### src/rtl/serv_wb_arbiter.sv
// Two-master Wishbone arbiter: SERV ibus and dbus share one CPU-side bus, round robin on contention.
// Define SERV_ARB_TIMEOUT_EN to add a watchdog that terminates transfers no slave acknowledges.
module serv_wb_arbiter #(
  parameter int TIMEOUT = 255
) (
  input  logic        i_clk,
  input  logic        i_rst,
  input  logic [31:0] i_wb_ibus_adr,
  input  logic        i_wb_ibus_cyc,
  output logic [31:0] o_wb_ibus_rdt,
  output logic        o_wb_ibus_ack,
  input  logic [31:0] i_wb_dbus_adr,
  input  logic [31:0] i_wb_dbus_dat,
  input  logic [3:0]  i_wb_dbus_sel,
  input  logic        i_wb_dbus_we,
  input  logic        i_wb_dbus_cyc,
  output logic [31:0] o_wb_dbus_rdt,
  output logic        o_wb_dbus_ack,
  output logic [31:0] o_wb_cpu_adr,
  output logic [31:0] o_wb_cpu_dat,
  output logic [3:0]  o_wb_cpu_sel,
  output logic        o_wb_cpu_we,
  output logic        o_wb_cpu_cyc,
  input  logic [31:0] i_wb_cpu_rdt,
  input  logic        i_wb_cpu_ack,
  output logic        o_timeout
);

  typedef enum logic [1:0] {
    IDLE  = 2'd0,
    GNT_I = 2'd1,
    GNT_D = 2'd2
  } state_t;

  localparam logic [15:0] TO_LAST = 16'(TIMEOUT - 1);

  state_t state_r;
  logic   last_d_r;
  logic   gnt_i_s;
  logic   gnt_d_s;
  logic   gnt_cyc_s;
  logic   expire_s;
  logic   done_s;

  assign gnt_i_s   = (state_r == GNT_I);
  assign gnt_d_s   = (state_r == GNT_D);
  assign gnt_cyc_s = (gnt_i_s & i_wb_ibus_cyc) | (gnt_d_s & i_wb_dbus_cyc);

`ifdef SERV_ARB_TIMEOUT_EN
  logic [15:0] count_r;

  // Watchdog: restarts in IDLE so every grant begins counting from zero
  always_ff @(posedge i_clk) begin
    if (i_rst) begin
      count_r <= 16'd0;
    end else if (state_r == IDLE) begin
      count_r <= 16'd0;
    end else if (!i_wb_cpu_ack) begin
      count_r <= count_r + 16'd1;
    end else begin
      count_r <= count_r;
    end
  end

  // A real slave ack in the expiry cycle wins, so no timeout is flagged then
  assign expire_s = gnt_cyc_s & (count_r == TO_LAST) & ~i_wb_cpu_ack;
`else
  logic unused_s;
  assign unused_s = ^TO_LAST;
  assign expire_s = 1'b0;
`endif

  assign done_s = i_wb_cpu_ack | expire_s;

  // Grant FSM; last_d_r only moves on a completed transfer, never on abort
  always_ff @(posedge i_clk) begin
    if (i_rst) begin
      state_r  <= IDLE;
      last_d_r <= 1'b1;
    end else begin
      case (state_r)
        IDLE: begin
          if (i_wb_ibus_cyc && (!i_wb_dbus_cyc || last_d_r)) begin
            state_r <= GNT_I;
          end else if (i_wb_dbus_cyc) begin
            state_r <= GNT_D;
          end else begin
            state_r <= IDLE;
          end
        end
        GNT_I: begin
          if (done_s) begin
            state_r  <= IDLE;
            last_d_r <= 1'b0;
          end else if (!i_wb_ibus_cyc) begin
            state_r <= IDLE;
          end else begin
            state_r <= GNT_I;
          end
        end
        GNT_D: begin
          if (done_s) begin
            state_r  <= IDLE;
            last_d_r <= 1'b1;
          end else if (!i_wb_dbus_cyc) begin
            state_r <= IDLE;
          end else begin
            state_r <= GNT_D;
          end
        end
        default: begin
          state_r  <= IDLE;
          last_d_r <= 1'b1;
        end
      endcase
    end
  end

  // Shared bus mux; ibus is read-only so it presents full-word reads
  always_comb begin
    o_wb_cpu_adr = i_wb_dbus_adr;
    o_wb_cpu_dat = i_wb_dbus_dat;
    o_wb_cpu_sel = i_wb_dbus_sel;
    o_wb_cpu_we  = i_wb_dbus_we;
    if (gnt_i_s) begin
      o_wb_cpu_adr = i_wb_ibus_adr;
      o_wb_cpu_dat = 32'h0000_0000;
      o_wb_cpu_sel = 4'hf;
      o_wb_cpu_we  = 1'b0;
    end else begin
      o_wb_cpu_adr = i_wb_dbus_adr;
    end
  end

  assign o_wb_cpu_cyc  = gnt_cyc_s;
  assign o_wb_ibus_ack = gnt_i_s & done_s;
  assign o_wb_dbus_ack = gnt_d_s & done_s;
  assign o_wb_ibus_rdt = expire_s ? 32'h0000_0000 : i_wb_cpu_rdt;
  assign o_wb_dbus_rdt = expire_s ? 32'h0000_0000 : i_wb_cpu_rdt;
  assign o_timeout     = expire_s;

endmodule

### config.mk
export PLATFORM = sky130hd
export DESIGN_NAME = serv_wb_arbiter
export DESIGN_NICKNAME = d
export VERILOG_FILES = /design/src/rtl/serv_wb_arbiter.sv
export SDC_FILE = /design/constraint.sdc
export NUM_CORES = 1
export LEC_CHECK = 0
export CAP_MARGIN = 20
export CORE_AREA = 3 3 106 108
export DETAILED_ROUTE_END_ITERATION = 10
export DIE_AREA = 0 0 109 111
export GPL_TIMING_DRIVEN = 0
export SYNTH_ARGS = -nofsm -noshare
export SYNTH_HDL_FRONTEND = slang
export SYNTH_SLANG_ARGS = --single-unit
### constraint.sdc
create_clock -name i_clk -period 1.6 [get_ports i_clk]
set_clock_uncertainty 0.1 [all_clocks]
set_input_delay 0.32 -clock i_clk [delete_from_list [all_inputs] [get_ports i_clk]]
set_output_delay 0.32 -clock i_clk [all_outputs]
set_load 0.01 [all_outputs]
---- Yosys cells after proc, flatten, opt, wreduce, memory -nomap -nowiden ----
Cells that the tools add are included.
W data, S select, Z words.
word-level totals
  output and inout port bits .............. 137
  flip-flop bits (word level) ............. 3
  logic and storage cells ................. 30
  bits of input ports ..................... 138
operators by class
  reduce and logical (&&, ||, !) cells .... 5
  bitwise logic cells ..................... 6
  eq/ne operators ......................... 4
  multiplexer cells ....................... 13
operators by type and width
  kind                  number
  $mux W32              2
  $mux W2               3
  $pmux W2 S3           1
  $mux W1               5
  $and A1 B1 Y1         4
  $mux W4               1
  $ne A2 B2 Y1 const B  2
  $pmux W1 S3           1
  $reduce_and A3 Y1     1
  $eq A2 B1 Y1 const B  1
  $eq A2 B2 Y1 const B  1
  $logic_not A2 Y1      1
  $logic_and A1 B1 Y1   1
  $logic_not A1 Y1      1
  $logic_or A1 B1 Y1    1
  $not A1 Y1            1
  $or A1 B1 Y1          1

---- Longest topological paths before layout ----
Gate-level depths: netlist of the first run.
  depth after elaboration ................. 5
  mapped depth ............................ 4
  mapped depth without buffers ............ 2

---- Least setup slack after synthesis of the first run ----
OpenSTA, ideal clock, no wires.
  kind .................................... register to output
  start ................................... register state_r[1]
  end ..................................... output o_wb_cpu_adr[0]
  arrival time ............................ 1.079 ns
  slack ................................... 0.101 ns
  path buffers ............................ 2
  required time ........................... 1.180 ns
  cell stages (with the launch flop) ...... 5
  cell sequence ........................... dfxtp_1 -> nand2b_1 -> buf_6 -> buf_12 -> mux2_4
on the way
  cells in the longest elaborated chain, start to end .. 2
RTL lines
  what                    line  source
  from (decl)             37    state_t state_r;
  from (signal assigned)  78    state_r <= IDLE;
  from (signal assigned)  84    state_r <= GNT_I;
  from (signal assigned)  86    state_r <= GNT_D;
  $eq A2 B1 Y1            45    assign gnt_i_s = (state_r == GNT_I);
  $mux W32                125   if (gnt_i_s) begin
  to (decl)               19    output logic [31:0] o_wb_cpu_adr,
Every way passes these cells.

---- Worst setup path in the final report of the first run ----
  start ................................... register state_r[1]
  end ..................................... output o_wb_cpu_adr[30]
Same word-level chain as after synthesis.

==> results of run 1 <==
==> per-stage QoR <==
step	setup WS [ps]	cell area (um2)
final	-268	4160
after global routing	-313	4160
after CTS	-339	4130
after detailed placement	-655	4040
after global placement	-612	4040
after floorplan	101	1460
==> registers in the layout, indices dropped and copies added (netlist names) <==
signal	count
state_r	2
last_d_r	1
==> repair_timing <==
action,CTS,global route
pin swaps,5,0
gates resized for setup,358,4
buffers inserted,11,6
cloned,1,0
endpoints found under the setup margin,72,71
==> kinds of logic after synthesis <==
logic type      synth area share
buf+inv                    0.407
simple gates               0.200
mux                        0.327
compound gates            0.0232
flops                     0.0412
other cells              0.00257
==> cell usage after synthesis <==
master,n,share of area
buf_12,3,0.041
mux2_2,1,0.0077
inv_1,3,0.0077
nor4bb_1,1,0.0069
dfxtp_1,3,0.041
nor3b_1,2,0.010
mux2_4,31,0.32
o21ai_0,2,0.0069
buf_4,65,0.33
a2111oi_0,1,0.0060
buf_6,2,0.015
nor2_1,3,0.0077
nand3b_1,1,0.0051
nand2b_1,6,0.026
and2_1,33,0.14
nand2_1,1,0.0026
o211a_1,1,0.0069
clkbuf_1,3,0.0077
a21oi_1,1,0.0034
conb_1,1,0.0026
==> worst max-delay path, stage by stage, from the launching register on <==
cell      delay [ps]
dfxtp_4          330
nand2b_4         190
buf_4            160
buf_8            120
mux2_4           300
buf_6            120
==> area by class of cell <==
type                    instances  area share
well taps                     136      0.0409
clock buffers                   4      0.0108
inverters                       3     0.00271
multi-input cells              85       0.200
repair buffers                258       0.588
plain buffers                  71       0.141
flip-flops and latches          3      0.0162
==> metal layers <==
layer	GRT usage	share of wire	vias up
met5	0	0	-
met4	0.0227	0.012	0
met3	0.0390	0.13	8
met2	0.250	0.58	134
met1	0.0957	0.28	916
li1	-	-	981
==> path summary, 6_finish.rpt <==
kind                      endpoint  slack, ps  cells past startpoint
min          last_d_r$_SDFFE_PP1P_        420                      2
min reg2reg  last_d_r$_SDFFE_PP1P_        420                      2
max               o_wb_cpu_adr[30]       -270                      5
max reg2reg  last_d_r$_SDFFE_PP1P_        570                      3
==> report_power, final <==
group / internal [mW] / switching [mW] / total (mW)
Sequential: 0.0791 / 0.00603 / 0.0852
Combinational: 0.875 / 0.402 / 1.28
Clock: 0.170 / 0.0475 / 0.217
==> impl_metrics.tcl, run 1 <==
set metrics [dict create \
    nNetsFinal 563 \
    dieArea_um2 12100 \
    die_h_um 111 \
    setup_tns_ps -14230 \
    postCtsHoldBufs 0 \
    cts_tree "built" \
    setup_viol 71 \
    clk_pin_slew_ps 30 \
    antenna_found_initial 0 \
    clk_latency_ps 210 \
    regArea_um2 67.6 \
    post-route-period-util 1.17 \
    drc 0 \
    ys_warn_count 0 \
    instances_no_fill 560 \
    violations "setup timing" \
    viasPerCell 3.64 \
    fin_crit_ps 1870 \
    seq_area_frac_synth 0.0412 \
    grtUsageTotal 0.116 \
    area_growth_pct 185 \
    final_common_cell "clkdlybuf4s50_1" \
    maxSlewViolCount 0 \
    finish.utilization 0.403 \
    p_total_mw 1.58 \
    timing.rr.start "state_r[1]$_SDFF_PP0_" \
    path_max_fanout 7 \
    gp_congestion 0.721 \
    power_density_nw_per_um2 380 \
    grt_max_degree 11 \
    drive_above_1_share 0.486 \
    startpoint "state_r[1]$_SDFF_PP0_" \
    fp-row-count 37 \
    yosys.cell_types.count 20 \
    final_antenna_net_count 0 \
    syn_area_per_cell_um2 8.90 \
    min_from "state_r[1]$_SDFF_PP0_" \
    peakVddDrop_mv 0.172 \
    multi_input_area_um2 833 \
    hold_class "reg2reg" \
    clockBufferDepth 2 \
    wirelength_mm 7.91 \
    status "finished with violations" \
    coreArea_um2 10300 \
    port_buffers 241 \
    die_w_um 109 \
    crit_path_end_kind "primary output" \
    syn_inst 164 \
    layout_common_cells "168 x clkdlybuf4s50_1, 71 x buf_4, 41 x buf_2, 36 x buf_6, 31 x mux2_4" \
    ys_ff_latch 3 \
    grt_first_pass_wirelength_mm 11.2 \
    finalHoldViolations 0 \
    diodes 0 \
    cap_violations 0 \
    fmax_mhz 535 \
    grt_pass1_vias 2165 \
    overflow 0 \
    root_buffer "clkbuf_8" \
    nFillCells 1025 \
    p_leak_nw 2.00 \
    synth_nets 302 \
    hpwl_mm 6.95 \
    detail_route.iter0.violations 57 \
    crit_type "reg2out" \
    hold_slack_ps 422 \
    netlist_area_um2 1460 \
    pin_count 275 \
    vias 2039 \
    crit_required_ps 1180 \
    drt-wirelength-per-cell_um 14.1 \
    rsz0062_at_grt "yes" \
    timing.final.ws_setup_ps -268 \
    cts_buffers 3 \
    dp_cells 541 \
    clock_sinks 3 \
    cts_max_level 1 \
    initial_core_util 0.141 \
    critPathLaunchType "register" \
    arrival_ps 1450 \
    first_pass_iters 4 \
]
Power figures use the tool's default switching activity.
==> inputs of run 2 (changes only) <==
--- a/config.mk
+++ b/config.mk
@@ -6,10 +6,11 @@
 export NUM_CORES = 1
 export LEC_CHECK = 0
 export CAP_MARGIN = 20
-export CORE_AREA = 3 3 106 108
+export CORE_AREA = 3 3 107 109
+export CTS_BUF_LIST = sky130_fd_sc_hd__clkbuf_8
 export DETAILED_ROUTE_END_ITERATION = 10
-export DIE_AREA = 0 0 109 111
-export GPL_TIMING_DRIVEN = 0
+export DIE_AREA = 0 0 110 112
+export GPL_TIMING_DRIVEN = 1
 export SYNTH_ARGS = -nofsm -noshare
 export SYNTH_HDL_FRONTEND = slang
 export SYNTH_SLANG_ARGS = --single-unit
==> impl_metrics.tcl, run 2 (same netlist as run 1, synthesis figures left out) <==
set metrics [dict create \
    power_density_nw_per_um2 418 \
    reg2reg_depth 3 \
    peakVddDrop_mv 0.394 \
    layout_common_cells "105 x clkdlybuf4s50_1, 67 x buf_6, 32 x mux2_4, 22 x and2_4, 16 x buf_2" \
    cp_common_cell "buf_6" \
    first_pass_iters 4 \
    antenna_found_initial 0 \
    drt-wirelength-per-cell_um 15.4 \
    cts_max_level 1 \
    finalHoldViolations 0 \
    hold_class "reg2reg" \
    path_max_fanout 7 \
    grtUsageTotal 0.0965 \
    arrival_ps 1440 \
    detail_route.iter0.violations 33 \
    vias 1568 \
    diodes 0 \
    final_antenna_net_count 0 \
    grt_max_degree 10 \
    final_common_cell "clkdlybuf4s50_1" \
    root_buffer "clkbuf_8" \
    cp_num_buf_inv 3 \
    gp_congestion 0.743 \
    nNetsFinal 440 \
    critPathLaunchType "register" \
    timing.rr.start "state_r[0]$_SDFF_PP0_" \
    clockBufferDepth 2 \
    clk_pin_slew_ps 30 \
    viasPerCell 3.56 \
    nFillCells 1093 \
    clock_sinks 3 \
    cpLargestDelayFamily "buffers and inverters" \
    cts_buffers 3 \
    min_from "last_d_r$_SDFFE_PP1P_" \
    largest_reg_flops 2 \
    pin_count 275 \
    hold_depth 2 \
    die_w_um 110 \
    crit_path_end_kind "primary output" \
    initial_core_util 0.136 \
    cap_violations 0 \
    setup_tns_ps -12910 \
    coreArea_um2 10700 \
    setup_viol 69 \
    r2r_end "state_r[0]$_SDFF_PP0_" \
    dieArea_um2 12300 \
    clk_latency_ps 220 \
    regArea_um2 61.3 \
    maxSlewViolCount 0 \
    rsz0062_at_grt "yes" \
    slowest_stage "dfxtp_2" \
    fin_crit_ps 1860 \
    status "finished with violations" \
    crit_required_ps 1180 \
    path_cells "nand2b_4 > buf_12 > buf_6 > mux2_4 > buf_6" \
    wirelength_mm 6.80 \
    violations "setup timing" \
    die_h_um 112 \
    p_leak_nw 1.61 \
    holdPathEnd "last_d_r$_SDFFE_PP1P_" \
    multi_input_area_um2 883 \
    top_register "state_r" \
    overflow 0 \
    area_growth_pct 133 \
    grt_first_pass_wirelength_mm 9.14 \
    p_total_mw 1.42 \
    slowest_delay_ps 310 \
    timing.final.ws_setup_ps -262 \
    post-route-period-util 1.16 \
    fp-row-count 38 \
    crit_type "reg2out" \
    largestRegisters "state_r: 2 flops, last_d_r: 1 flops" \
    drive_above_1_share 0.538 \
    port_buffers 177 \
    grt_pass1_vias 1566 \
    hpwl_mm 5.07 \
    fmax_mhz 537 \
    cts_tree "built" \
    drc 0 \
    ff2ff_setup_slack_ps 430 \
]
[run 2: changes by cell type in the layout (fill, tap and decap cells not counted), sizes merged]
cell           delta
buf              -57
inv               +1
clkdlybuf4s50    -63
clkdlybuf4s15     -1
clkbuf            -2
dlygate4sd2       -1
[run 2: how the worst max path moves through the flow]
stage,from,endpoint,slack (ps),cells past startpoint
final,state_r[1]$_SDFF_PP0_,o_wb_cpu_adr[31],-260,5
after global routing,state_r[1]$_SDFF_PP0_,o_wb_cpu_dat[25],-310,6
after CTS,state_r[1]$_SDFF_PP0_,o_wb_cpu_dat[25],-280,6
after detailed placement,i_wb_cpu_ack,o_wb_ibus_ack,-420,4
after global placement,i_wb_cpu_ack,o_wb_ibus_ack,-420,4
after floorplan,state_r[1]$_SDFF_PP0_,o_wb_cpu_adr[0],100,4
[run 2: layout make-up]
class / count / share of cell area
Timing Repair Buffer: 206 / 0.654
Multi-Input combinational cell: 85 / 0.260
Tap cell: 140 / 0.0515
Sequential cell: 3 / 0.0180
Clock buffer: 3 / 0.0121
Inverter: 3 / 0.00331
Clock inverter: 1 / 0.00110
[run 2: worst min-delay path, stage by stage, from the launching register on]
cell and delay, ps:
dfxtp_1 320, nor2_1 100, a21oi_1 70
[run 2: per-stage QoR]
step | util | cells | hold slack [ps] | setup slack, ps | area, um2
2_1_floorplan | - | 164 | 310 | 101 | 1460
3_3_place_gp | 0.272 | 414 | 421 | -419 | 2910
3_5_place_dp | 0.272 | 414 | 442 | -424 | 2910
4_1_cts | 0.310 | 440 | 448 | -277 | 3310
5_1_grt | 0.318 | 441 | 468 | -311 | 3400
6_report | 0.318 | 441 | 452 | -262 | 3400
[run 2: layer usage]
metal  part of all wire  routed length [um]  vias up  global-route usage
li1                   -                   -      740                   -
met1               0.35                2400      692               0.106
met2               0.49                3350      131               0.171
met3               0.15                1000        5              0.0435
met4             0.0071                  48        0              0.0150
met5                  0                   0        -                   0
[run 2: what timing repair did]
action,in CTS,in global routing
setup endpoints to repair,72,71
setup buffers,17,1
pin swaps,17,3
cloned,5,1
resized for setup,388,17
hold buffers,0,0
[run 2: report_power, final]
| part | internal [mW] | switching, mW | leakage (nW) | total, mW |
|---|---|---|---|---|
| Sequential | 0.0803 | 0.00346 | 0.0251 | 0.0838 |
| Clock | 0.164 | 0.0531 | 0.0269 | 0.217 |
| Combinational | 0.774 | 0.348 | 1.55 | 1.12 |
==> inputs of run 3 (changes only) <==
--- a/config.mk
+++ b/config.mk
@@ -11,6 +11,7 @@
 export DETAILED_ROUTE_END_ITERATION = 10
 export DIE_AREA = 0 0 110 112
 export GPL_TIMING_DRIVEN = 1
+export REMOVE_ABC_BUFFERS = 1
 export SYNTH_ARGS = -nofsm -noshare
 export SYNTH_HDL_FRONTEND = slang
 export SYNTH_SLANG_ARGS = --single-unit
==> impl_metrics.tcl, run 3 (same netlist as run 1, synthesis figures left out) <==
set metrics [dict create \
    finish.utilization 0.312 \
    grt_max_degree 10 \
    crit_path_end_kind "primary output" \
    fp-row-count 38 \
    status "finished with violations" \
    finalHoldViolations 0 \
    viasPerCell 3.76 \
    hpwl_mm 6.46 \
    cts_max_level 1 \
    path_max_fanout 7 \
    pin_count 275 \
    slowest_stage "dfxtp_2" \
    fin_crit_ps 1940 \
    power_density_nw_per_um2 415 \
    largestRegisters "state_r: 2 flops, last_d_r: 1 flops" \
    grt_first_pass_wirelength_mm 10.8 \
    clock_sinks 3 \
    final_common_cell "clkdlybuf4s50_1" \
    area_growth_pct 129 \
    detail_route.iter0.violations 30 \
    vias 1620 \
    diodes 0 \
    critPathLaunchType "register" \
    drt-wirelength-per-cell_um 19.6 \
    port_buffers 177 \
    clk_latency_ps 210 \
    cp_num_buf_inv 4 \
    post-route-period-util 1.21 \
    timing.final.ws_setup_ps -336 \
    cts_buffers 3 \
    gp_congestion 0.721 \
    dp_cells 413 \
    overflow 0 \
    antenna_found_initial 0 \
    rsz0062_at_grt "yes" \
    path_cells "nand2b_4 > buf_12 > buf_8 > buf_16 > mux2_4 > buf_6" \
    clk_pin_slew_ps 30 \
    clockBufferDepth 2 \
    crit_required_ps 1180 \
    fmax_mhz 516 \
    coreArea_um2 10700 \
    root_buffer "clkbuf_8" \
    first_pass_iters 4 \
    p_total_mw 1.38 \
    grtUsageTotal 0.121 \
    final_antenna_net_count 0 \
    cts_tree "built" \
    nNetsFinal 430 \
    maxSlewViolCount 0 \
    die_h_um 112 \
    postCtsHoldBufs 0 \
    p_leak_nw 1.58 \
    largest_reg_flops 2 \
    crit_type "reg2out" \
    cap_violations 0 \
    wirelength_mm 8.46 \
    layout_common_cells "104 x clkdlybuf4s50_1, 53 x buf_6, 32 x mux2_4, 17 x and2_1" \
    top_register "state_r" \
    cpLargestDelayFamily "buffers and inverters" \
    die_w_um 110 \
    drc 0 \
    instances_no_fill 431 \
    hold_slack_ps 439 \
    dieArea_um2 12300 \
    hold_class "reg2reg" \
    arrival_ps 1520 \
    violations "setup timing" \
    drive_above_1_share 0.519 \
    peakVddDrop_mv 0.243 \
    initial_core_util 0.136 \
    slowest_delay_ps 300 \
    nFillCells 1090 \
    setup_viol 66 \
    grt_pass1_vias 1648 \
]
## run 3: layout make-up
class                      instances  area, um2  share of cell area
timing repair buffer             196       2140               0.642
multi-input combinational         85        901               0.270
tap                              140        175              0.0525
sequential                         3       62.6              0.0187
clock buffer                       3       41.3              0.0124
inverter                           3       11.3             0.00337
clock inverter                     1       3.75             0.00112
## run 3: power by group
group	switching, mW	leakage, nW	internal (mW)
logic	0.335	1.53	0.754
clock network	0.0493	0.0269	0.163
registers	0.00341	0.0254	0.0807
## run 3: metal layers
metal,wire (um),vias to the layer above,track usage,share of wire
met5,51,-,0.0546,0.0060
met4,12,2,0.0108,0.0014
met3,2070,8,0.122,0.24
met2,3470,180,0.167,0.41
met1,2870,712,0.133,0.34
li1,-,718,-,-
## run 3: path summary, 6_finish.rpt
check                        start                     to  slack, ps  cells after the start
max          state_r[1]$_SDFF_PP0_       o_wb_cpu_adr[16]       -340                      6
min reg2reg  last_d_r$_SDFFE_PP1P_  last_d_r$_SDFFE_PP1P_        440                      2
max reg2reg  state_r[1]$_SDFF_PP0_  state_r[0]$_SDFF_PP0_        480                      3
min          last_d_r$_SDFFE_PP1P_  last_d_r$_SDFFE_PP1P_        440                      2
## run 3: what timing repair did
action / CTS / global route
gates resized for setup: 329 / 51
endpoints found under the setup margin: 72 / 71
gates cloned: 9 / 0
buffers inserted: 6 / 0
pin swaps: 1 / 15
## run 3: per-stage QoR
| step | worst slack (ps) | setup TNS, ps | cell area, um2 |
|---|---|---|---|
| after floorplan | -1410 | -92710 | 877 |
| after global placement | -499 | -19440 | 2890 |
| after detailed placement | -484 | -19910 | 2890 |
| after CTS | -356 | -15410 | 3160 |
| after global routing | -387 | -16030 | 3340 |
| final | -336 | -12680 | 3340 |
## run 3: worst reg2reg max path: stages, from the launching register on
cell and delay [ps]:
dfxtp_2 300, buf_4 140, nand2b_1 150, a2111oi_0 290
